<file path="config.mk">
export PLATFORM = sky130hd
export DESIGN_NAME = pc_ctrl_flat
export DESIGN_NICKNAME = d
export VERILOG_FILES = /design/src/rtl/pc_ctrl_pkg.sv /design/src/rtl/pc_ctrl_if.sv /design/src/rtl/pc_ras.sv /design/src/rtl/pc_ctrl.sv /design/src/flat_wrapper.sv
export SDC_FILE = /design/constraint.sdc
export NUM_CORES = 1
export LEC_CHECK = 0
export CORE_ASPECT_RATIO = 0.75
export CORE_UTILIZATION = 40
export CTS_BUF_LIST = sky130_fd_sc_hd__clkbuf_8
export DETAILED_ROUTE_END_ITERATION = 8
export PLACE_DENSITY_LB_ADDON = 0.3
export REMOVE_ABC_BUFFERS = 1
export SLEW_MARGIN = 25
export SYNTH_ARGS = -nofsm -noshare
export SYNTH_HDL_FRONTEND = slang
export SYNTH_SLANG_ARGS = --single-unit
</file>
<file path="constraint.sdc">
create_clock -name i_clk -period 3.37 [get_ports i_clk]
set_clock_uncertainty 0.2 [all_clocks]
set_input_delay 0.674 -clock i_clk [delete_from_list [all_inputs] [get_ports i_clk]]
set_output_delay 0.674 -clock i_clk [all_outputs]
set_load 0.02 [all_outputs]
</file>
<file path="src/rtl/pc_ctrl_pkg.sv">
// Shared definitions for the program-counter controller.
// Holds the default PC geometry, the next-PC select encoding and the
// priority function that maps the control inputs onto that encoding.
package pc_ctrl_pkg;

  localparam int unsigned PC_WIDTH      = 14;
  localparam int unsigned PC_RESET_ADDR = 0;
  localparam int unsigned PC_INC        = 1;
  localparam int unsigned PC_RAS_DEPTH  = 4;

  // Source of the next fetch PC
  typedef enum logic [2:0] {
    SEL_SEQ      = 3'd0,
    SEL_HOLD     = 3'd1,
    SEL_REDIRECT = 3'd2,
    SEL_CALL     = 3'd3,
    SEL_RET      = 3'd4
  } pc_sel_e;

  // Fixed priority: redirect > stall > ret > call > sequential
  function automatic pc_sel_e pc_select(
    input logic redirect,
    input logic stall,
    input logic ret,
    input logic call
  );
    if (redirect)   return SEL_REDIRECT;
    else if (stall) return SEL_HOLD;
    else if (ret)   return SEL_RET;
    else if (call)  return SEL_CALL;
    else            return SEL_SEQ;
  endfunction

endpackage

</file>
<file path="src/rtl/pc_ctrl_if.sv">
// Control/status bundle of the program-counter controller.
// master: drives stall/redirect/call/ret requests, observes PC and stack status.
// slave : the controller itself.
interface pc_ctrl_if
  import pc_ctrl_pkg::*;
#(
  parameter int unsigned WIDTH = PC_WIDTH
) ();

  logic             i_stall;
  logic             i_redirect;
  logic [WIDTH-1:0] i_redirect_target;
  logic             i_call;
  logic [WIDTH-1:0] i_call_target;
  logic             i_ret;
  logic [WIDTH-1:0] o_pc;
  logic             o_ras_empty;
  logic             o_ras_full;
  logic             o_ras_err;

  modport master (
    output i_stall, i_redirect, i_redirect_target,
    output i_call, i_call_target, i_ret,
    input  o_pc, o_ras_empty, o_ras_full, o_ras_err
  );

  modport slave (
    input  i_stall, i_redirect, i_redirect_target,
    input  i_call, i_call_target, i_ret,
    output o_pc, o_ras_empty, o_ras_full, o_ras_err
  );

endinterface

</file>
<file path="src/rtl/pc_ras.sv">
// Return-address stack: circular buffer of DEPTH entries.
// Ports:
//   i_clk, i_rst        clock, synchronous active-high reset
//   i_push, i_push_data push a return address (overwrites oldest when full)
//   i_pop               pop the top entry (no-op on the pointer when empty)
//   o_top_c             combinational view of the current top entry
//   o_empty, o_full     registered count==0 / count==DEPTH flags
//   o_err               registered sticky overflow/underflow flag
// i_push and i_pop are expected to be mutually exclusive; push wins if not.
module pc_ras
  import pc_ctrl_pkg::*;
#(
  parameter int unsigned WIDTH = PC_WIDTH,
  parameter int unsigned DEPTH = PC_RAS_DEPTH
) (
  input  logic             i_clk,
  input  logic             i_rst,
  input  logic             i_push,
  input  logic [WIDTH-1:0] i_push_data,
  input  logic             i_pop,
  output logic [WIDTH-1:0] o_top_c,
  output logic             o_empty,
  output logic             o_full,
  output logic             o_err
);

  localparam int unsigned PTR_W = $clog2(DEPTH);
  localparam int unsigned CNT_W = $clog2(DEPTH + 1);

  logic [WIDTH-1:0] mem [DEPTH];
  logic [PTR_W-1:0] ptr_q, ptr_d;   // next free slot; top is ptr_q-1
  logic [CNT_W-1:0] cnt_q, cnt_d;
  logic             empty_q, empty_d;
  logic             full_q, full_d;
  logic             err_q, err_d;

  // Pointer arithmetic wraps naturally because DEPTH is a power of two
  assign o_top_c = mem[ptr_q - PTR_W'(1)];

  // Next pointer/count/flags
  always_comb begin
    ptr_d = ptr_q;
    cnt_d = cnt_q;
    err_d = err_q;
    if (i_push) begin
      ptr_d = ptr_q + PTR_W'(1);
      if (full_q) err_d = 1'b1;       // oldest entry overwritten, count saturates
      else        cnt_d = cnt_q + CNT_W'(1);
    end else if (i_pop) begin
      if (empty_q) begin
        err_d = 1'b1;
      end else begin
        ptr_d = ptr_q - PTR_W'(1);
        cnt_d = cnt_q - CNT_W'(1);
      end
    end
    empty_d = (cnt_d == CNT_W'(0));
    full_d  = (cnt_d == CNT_W'(DEPTH));
  end

  // Stack bookkeeping registers
  always_ff @(posedge i_clk) begin
    if (i_rst) begin
      ptr_q   <= '0;
      cnt_q   <= '0;
      empty_q <= 1'b1;
      full_q  <= 1'b0;
      err_q   <= 1'b0;
    end else begin
      ptr_q   <= ptr_d;
      cnt_q   <= cnt_d;
      empty_q <= empty_d;
      full_q  <= full_d;
      err_q   <= err_d;
    end
  end

  // Entry storage; contents survive reset, only the write is abandoned
  always_ff @(posedge i_clk) begin
    if (!i_rst && i_push) mem[ptr_q] <= i_push_data;
  end

  assign o_empty = empty_q;
  assign o_full  = full_q;
  assign o_err   = err_q;

endmodule

</file>
<file path="src/rtl/pc_ctrl.sv">
// Program-counter controller with return-address stack.
// Ports:
//   i_clk, i_rst  clock, synchronous active-high reset
//   bus (slave)   i_stall, i_redirect(+target), i_call(+target), i_ret in;
//                 o_pc, o_ras_empty, o_ras_full, o_ras_err out (all registered)
// Next PC priority: redirect > stall > ret > call > sequential (pc + INC).
module pc_ctrl
  import pc_ctrl_pkg::*;
#(
  parameter int unsigned WIDTH      = PC_WIDTH,
  parameter int unsigned RESET_ADDR = PC_RESET_ADDR,
  parameter int unsigned INC        = PC_INC,
  parameter int unsigned RAS_DEPTH  = PC_RAS_DEPTH
) (
  input  logic     i_clk,
  input  logic     i_rst,
  pc_ctrl_if.slave bus
);

  pc_sel_e          sel_c;
  logic [WIDTH-1:0] pc_q;
  logic [WIDTH-1:0] next_pc_c;
  logic [WIDTH-1:0] seq_pc_c;
  logic [WIDTH-1:0] ras_top_c;
  logic             push_c;
  logic             pop_c;
  logic             ras_empty;
  logic             ras_full;
  logic             ras_err;

  // Sequential address, wraps modulo 2^WIDTH
  assign seq_pc_c = pc_q + WIDTH'(INC);

  // Select the next-PC source; stall and redirect suppress stack activity
  always_comb begin
    sel_c  = pc_select(bus.i_redirect, bus.i_stall, bus.i_ret, bus.i_call);
    push_c = (sel_c == SEL_CALL);
    pop_c  = (sel_c == SEL_RET);
  end

  // Next-PC datapath
  always_comb begin
    next_pc_c = seq_pc_c;
    unique case (sel_c)
      SEL_REDIRECT: next_pc_c = bus.i_redirect_target;
      SEL_HOLD:     next_pc_c = pc_q;
      SEL_CALL:     next_pc_c = bus.i_call_target;
      SEL_RET:      next_pc_c = ras_empty ? seq_pc_c : ras_top_c;  // underflow falls through
      default:      next_pc_c = seq_pc_c;
    endcase
  end

  // PC register
  always_ff @(posedge i_clk) begin
    if (i_rst) pc_q <= WIDTH'(RESET_ADDR);
    else       pc_q <= next_pc_c;
  end

  pc_ras #(
    .WIDTH (WIDTH),
    .DEPTH (RAS_DEPTH)
  ) u_ras (
    .i_clk       (i_clk),
    .i_rst       (i_rst),
    .i_push      (push_c),
    .i_push_data (seq_pc_c),
    .i_pop       (pop_c),
    .o_top_c     (ras_top_c),
    .o_empty     (ras_empty),
    .o_full      (ras_full),
    .o_err       (ras_err)
  );

  assign bus.o_pc        = pc_q;
  assign bus.o_ras_empty = ras_empty;
  assign bus.o_ras_full  = ras_full;
  assign bus.o_ras_err   = ras_err;

endmodule
</file>
<file path="src/flat_wrapper.sv">
// flat-port wrapper written by rule: the top's interface ports become plain ports
module pc_ctrl_flat import pc_ctrl_pkg::*;
#(
  parameter int unsigned WIDTH      = PC_WIDTH,
  parameter int unsigned RESET_ADDR = PC_RESET_ADDR,
  parameter int unsigned INC        = PC_INC,
  parameter int unsigned RAS_DEPTH  = PC_RAS_DEPTH
)
  (i_clk, i_rst, bus_i_stall, bus_i_redirect, bus_i_redirect_target, bus_i_call, bus_i_call_target, bus_i_ret, bus_o_pc, bus_o_ras_empty, bus_o_ras_full, bus_o_ras_err);
  pc_ctrl_if #(.WIDTH(WIDTH)) bus_i ();
  input  logic i_clk;
  input  logic i_rst;
  input wire logic [$bits(bus_i.i_stall)-1:0] bus_i_stall;
  input wire logic [$bits(bus_i.i_redirect)-1:0] bus_i_redirect;
  input wire logic [$bits(bus_i.i_redirect_target)-1:0] bus_i_redirect_target;
  input wire logic [$bits(bus_i.i_call)-1:0] bus_i_call;
  input wire logic [$bits(bus_i.i_call_target)-1:0] bus_i_call_target;
  input wire logic [$bits(bus_i.i_ret)-1:0] bus_i_ret;
  output wire logic [$bits(bus_i.o_pc)-1:0] bus_o_pc;
  output wire logic [$bits(bus_i.o_ras_empty)-1:0] bus_o_ras_empty;
  output wire logic [$bits(bus_i.o_ras_full)-1:0] bus_o_ras_full;
  output wire logic [$bits(bus_i.o_ras_err)-1:0] bus_o_ras_err;
  assign bus_i.i_stall = bus_i_stall;
  assign bus_i.i_redirect = bus_i_redirect;
  assign bus_i.i_redirect_target = bus_i_redirect_target;
  assign bus_i.i_call = bus_i_call;
  assign bus_i.i_call_target = bus_i_call_target;
  assign bus_i.i_ret = bus_i_ret;
  assign bus_o_pc = bus_i.o_pc;
  assign bus_o_ras_empty = bus_i.o_ras_empty;
  assign bus_o_ras_full = bus_i.o_ras_full;
  assign bus_o_ras_err = bus_i.o_ras_err;
  pc_ctrl #(.WIDTH(WIDTH), .RESET_ADDR(RESET_ADDR), .INC(INC), .RAS_DEPTH(RAS_DEPTH)) u_core (.i_clk(i_clk), .i_rst(i_rst), .bus(bus_i));
endmodule
</file>
==> flow_summary.toml <==
[outcome]
status = "finished with violations"
violations = "DRC"

[detailed_routing]
vias = 2546
antenna_left = 0
routedWlPerCell_um = 21.0
finalWirelength_um = 9370
drc_errors = 2
drt_iter0_markers = 264
dr.pass1.iters = 9
routed_via_density = 5.70

[logic_synthesis]
syn_inst = 272
synthesis.area_mm2 = 0.00363
synth_top_area_cell = "edfxtp_1"
synthTopCellsByArea = "edfxtp_1, dfxtp_1, mux4_2, a221oi_1, ha_1"
seq_area_frac_synth_pct = 58.4
synthArstFlopShare_pct = 0
ys.warnings.count = 0
synth_top_area_share_pct = 46.3
synth_cell_types = 48
ys.flop_type = "edfxtp_1"
synth-edff-count = 56
synth_seq_cells = 78
avgSynthCellArea_um2 = 13.3

[timing]
rsz0062_at_grt = "no"
hold_violations = 0
fin_crit_ns = 2.67
hold_slack_ns = 0.353
setup_viol = 0
tightest_slew_ns = 0.498
finalSetupTns_ns = 0
post-route-period-util_pct = 79.3
timing.slew.headroom_pct = 66.6
max_freq_mhz = 374
slew_viol_final = 0

[clock_network]
cts_buffers = 9
cts_setup_buffers = 0
cts_resized = 0
cts_root_buffer = "clkbuf_8"
cts_tree = "done"
cts_hold_buf = 0
htree_levels = 3
worstSkewPairLatency_ns = 0.36
cts.path.max_buffers = 2
numClockSinks = 78
path_clk_slew_ns = 0.07

[worst_setup_path]
crit_required_ns = 3.24
rrSetupSlack_ns = 0.97
critPathLaunch = "bus_i_redirect"
path_class = "in2reg"
start_kind = "input pin"
r2r-start = "u_core.bus.o_pc[0]$_SDFFE_PP0P_"
rr_endpoint = "u_core.bus.o_pc[10]$_SDFFE_PP0P_"
worstSetupEndpointType = "flip-flop"
critPathMaxFanout = 9
cp_data_arrival_time_ns = 2.54
reg2reg_depth = 6
worstSetupEndpoint = "u_core.u_ras.mem[0][0]$_DFFE_PP_"

[floorplan]
die_h_um = 84.5
start_util_pct = 42.0
die_w_um = 112
rows = 29
io_pins = 51
die-area_mm2 = 0.00947
core-area_mm2 = 0.00864

[pwr]
seqPwrFrac_pct = 53.6
vdd_drop_max_uv = 227
p_comb_share_pct = 18.5
p_int_w = 0.00151
total_power_w = 0.00207
power_density_mw_per_mm2 = 464
swShare_pct = 27.2
leakage_nw = 1.56
power_switching_w = 0.000563
clkPwrFrac_pct = 27.9

[finish]
num_antenna_cells = 0
fin_nets = 375
multi_input_area_mm2 = 0.00138
area_growth_pct = 23.1
design_area_mm2 = 0.00447
layout-drive-gt1-share_pct = 15.3
fill_cells = 733
regArea_mm2 = 0.00212

[grt]
grt_max_degree = 17
track_usage_pct = 21.1
antenna_found_initial = 0
first_global_vias = 2566
overflow = 0
grt_first_pass_wirelength_um = 14500

[place]
dp_hpwl_um = 6710
portBuffers = 50
gp_congestion = 0.794
place_area_mm2 = 0.00432

[min_path]
hp-class = "reg2reg"

[run]
maxCapViolCount = 0
==> per-stage QoR <==
stage / util (%) / instances / setup WS [ns]
after floorplan: - / 253 / 0.547
after detailed placement: 50.0 / 431 / 0.334
after global placement: 50.0 / 431 / 0.374
after global routing: 51.8 / 447 / 0.588
final: 51.8 / 447 / 0.698
after CTS: 51.8 / 447 / 0.719
==> synth_stat cells (2+ instances only) <==
master / count
xor2_1: 6
o221ai_1: 2
xnor2_1: 8
nor2b_1: 3
buf_2: 7
nor2_1: 11
buf_6: 3
a2111oi_0: 2
a22oi_1: 5
a221oi_1: 10
edfxtp_1: 56
nor3_1: 7
nand4_1: 5
ha_1: 7
nand2b_1: 2
dfxtp_1: 22
and3_1: 8
nand3_1: 7
clkbuf_1: 6
o21ai_0: 16
a211oi_1: 3
a21oi_1: 10
inv_1: 9
a221o_1: 5
and2_1: 3
mux4_2: 14
nand2_1: 14
==> cells in the final DEF (no fill, tap or decap), types with 9 or more instances in the layout <==
cell type and n:
edfxtp_1 56, nor2_1 11, a21oi_1 10, buf_4 20, dfxtp_1 22, mux4_2 14, a221oi_1 10, clkdlybuf4s50_1 50
clkbuf_8 9, nand2_1 14, o21ai_0 16, inv_1 13
==> critical path, stage by stage <==
cell,delay (ns)
clkdlybuf4s50_1,0.63
nor4b_4,0.57
and3_1,0.43
buf_4,0.22
==> kinds of logic after synthesis <==
group / share of synthesized area, %
AOI/OAI and AO/OA: 12.7
xor gates and xnor gates: 3.38
adders and majority gates: 2.41
buffers and inverters: 3.89
DFF: 58.4
muxes: 8.68
and+or+nand+nor: 10.5
==> worst min-delay path by stage <==
stage | slack, ns | depth (start not counted) | end | start
global route | 0.38 | 2 | u_core.bus.o_pc[7]$_SDFFE_PP0P_ | u_core.bus.o_pc[7]$_SDFFE_PP0P_
floorplan | 0.32 | 2 | u_core.u_ras.cnt_q[2]$_SDFF_PP0_ | u_core.u_ras.cnt_q[2]$_SDFF_PP0_
finish | 0.35 | 2 | u_core.bus.o_pc[7]$_SDFFE_PP0P_ | u_core.bus.o_pc[7]$_SDFFE_PP0P_
global placement | 0.33 | 2 | u_core.bus.o_pc[7]$_SDFFE_PP0P_ | u_core.bus.o_pc[7]$_SDFFE_PP0P_
CTS | 0.36 | 2 | u_core.bus.o_pc[7]$_SDFFE_PP0P_ | u_core.bus.o_pc[7]$_SDFFE_PP0P_
detailed placement | 0.34 | 2 | u_core.bus.o_pc[7]$_SDFFE_PP0P_ | u_core.bus.o_pc[7]$_SDFFE_PP0P_
==> power by group through the flow <==
| stage | Clock (W) | Sequential, W | Combinational [W] |
|---|---|---|---|
| 2_1_floorplan | 0 | 0.00115 | 0.000190 |
| 3_3_place_gp | 0 | 0.00113 | 0.000378 |
| 3_5_place_dp | 0 | 0.00113 | 0.000384 |
| 4_1_cts | 0.000590 | 0.00111 | 0.000385 |
| 5_1_grt | 0.000633 | 0.00112 | 0.000414 |
| 6_report | 0.000578 | 0.00111 | 0.000383 |
==> routing by layer <==
metal  up-vias  track usage, %  wire length, um
met3        14            7.15              763
met4         0            5.82              124
li1       1184               -                -
met1      1251            29.2             4200
met2        97            31.7             4290
met5         -               0                0
==> layout make-up <==
cell class              instances  share of cell area (%)
clock buffers                   9                    2.77
inverters                       9                   0.756
well taps                     108                    3.02
multi-input cells             166                    30.8
flip-flops and latches         78                    47.5
clock inverters                 7                   0.644
repair buffers                 70                    14.6
==> sequential cells by signal, summed over array words and instances, names as in the netlist <==
| signal | flops |
|---|---|
| u_core.u_ras.mem | 56 |
| u_core.bus.o_pc | 14 |
| u_core.u_ras.cnt_q | 3 |
| u_core.u_ras.ptr_q | 2 |
| u_core.u_ras.o_empty | 1 |
| u_core.u_ras.o_err | 1 |
| u_core.u_ras.o_full | 1 |
(Power assumes the default switching activity.)
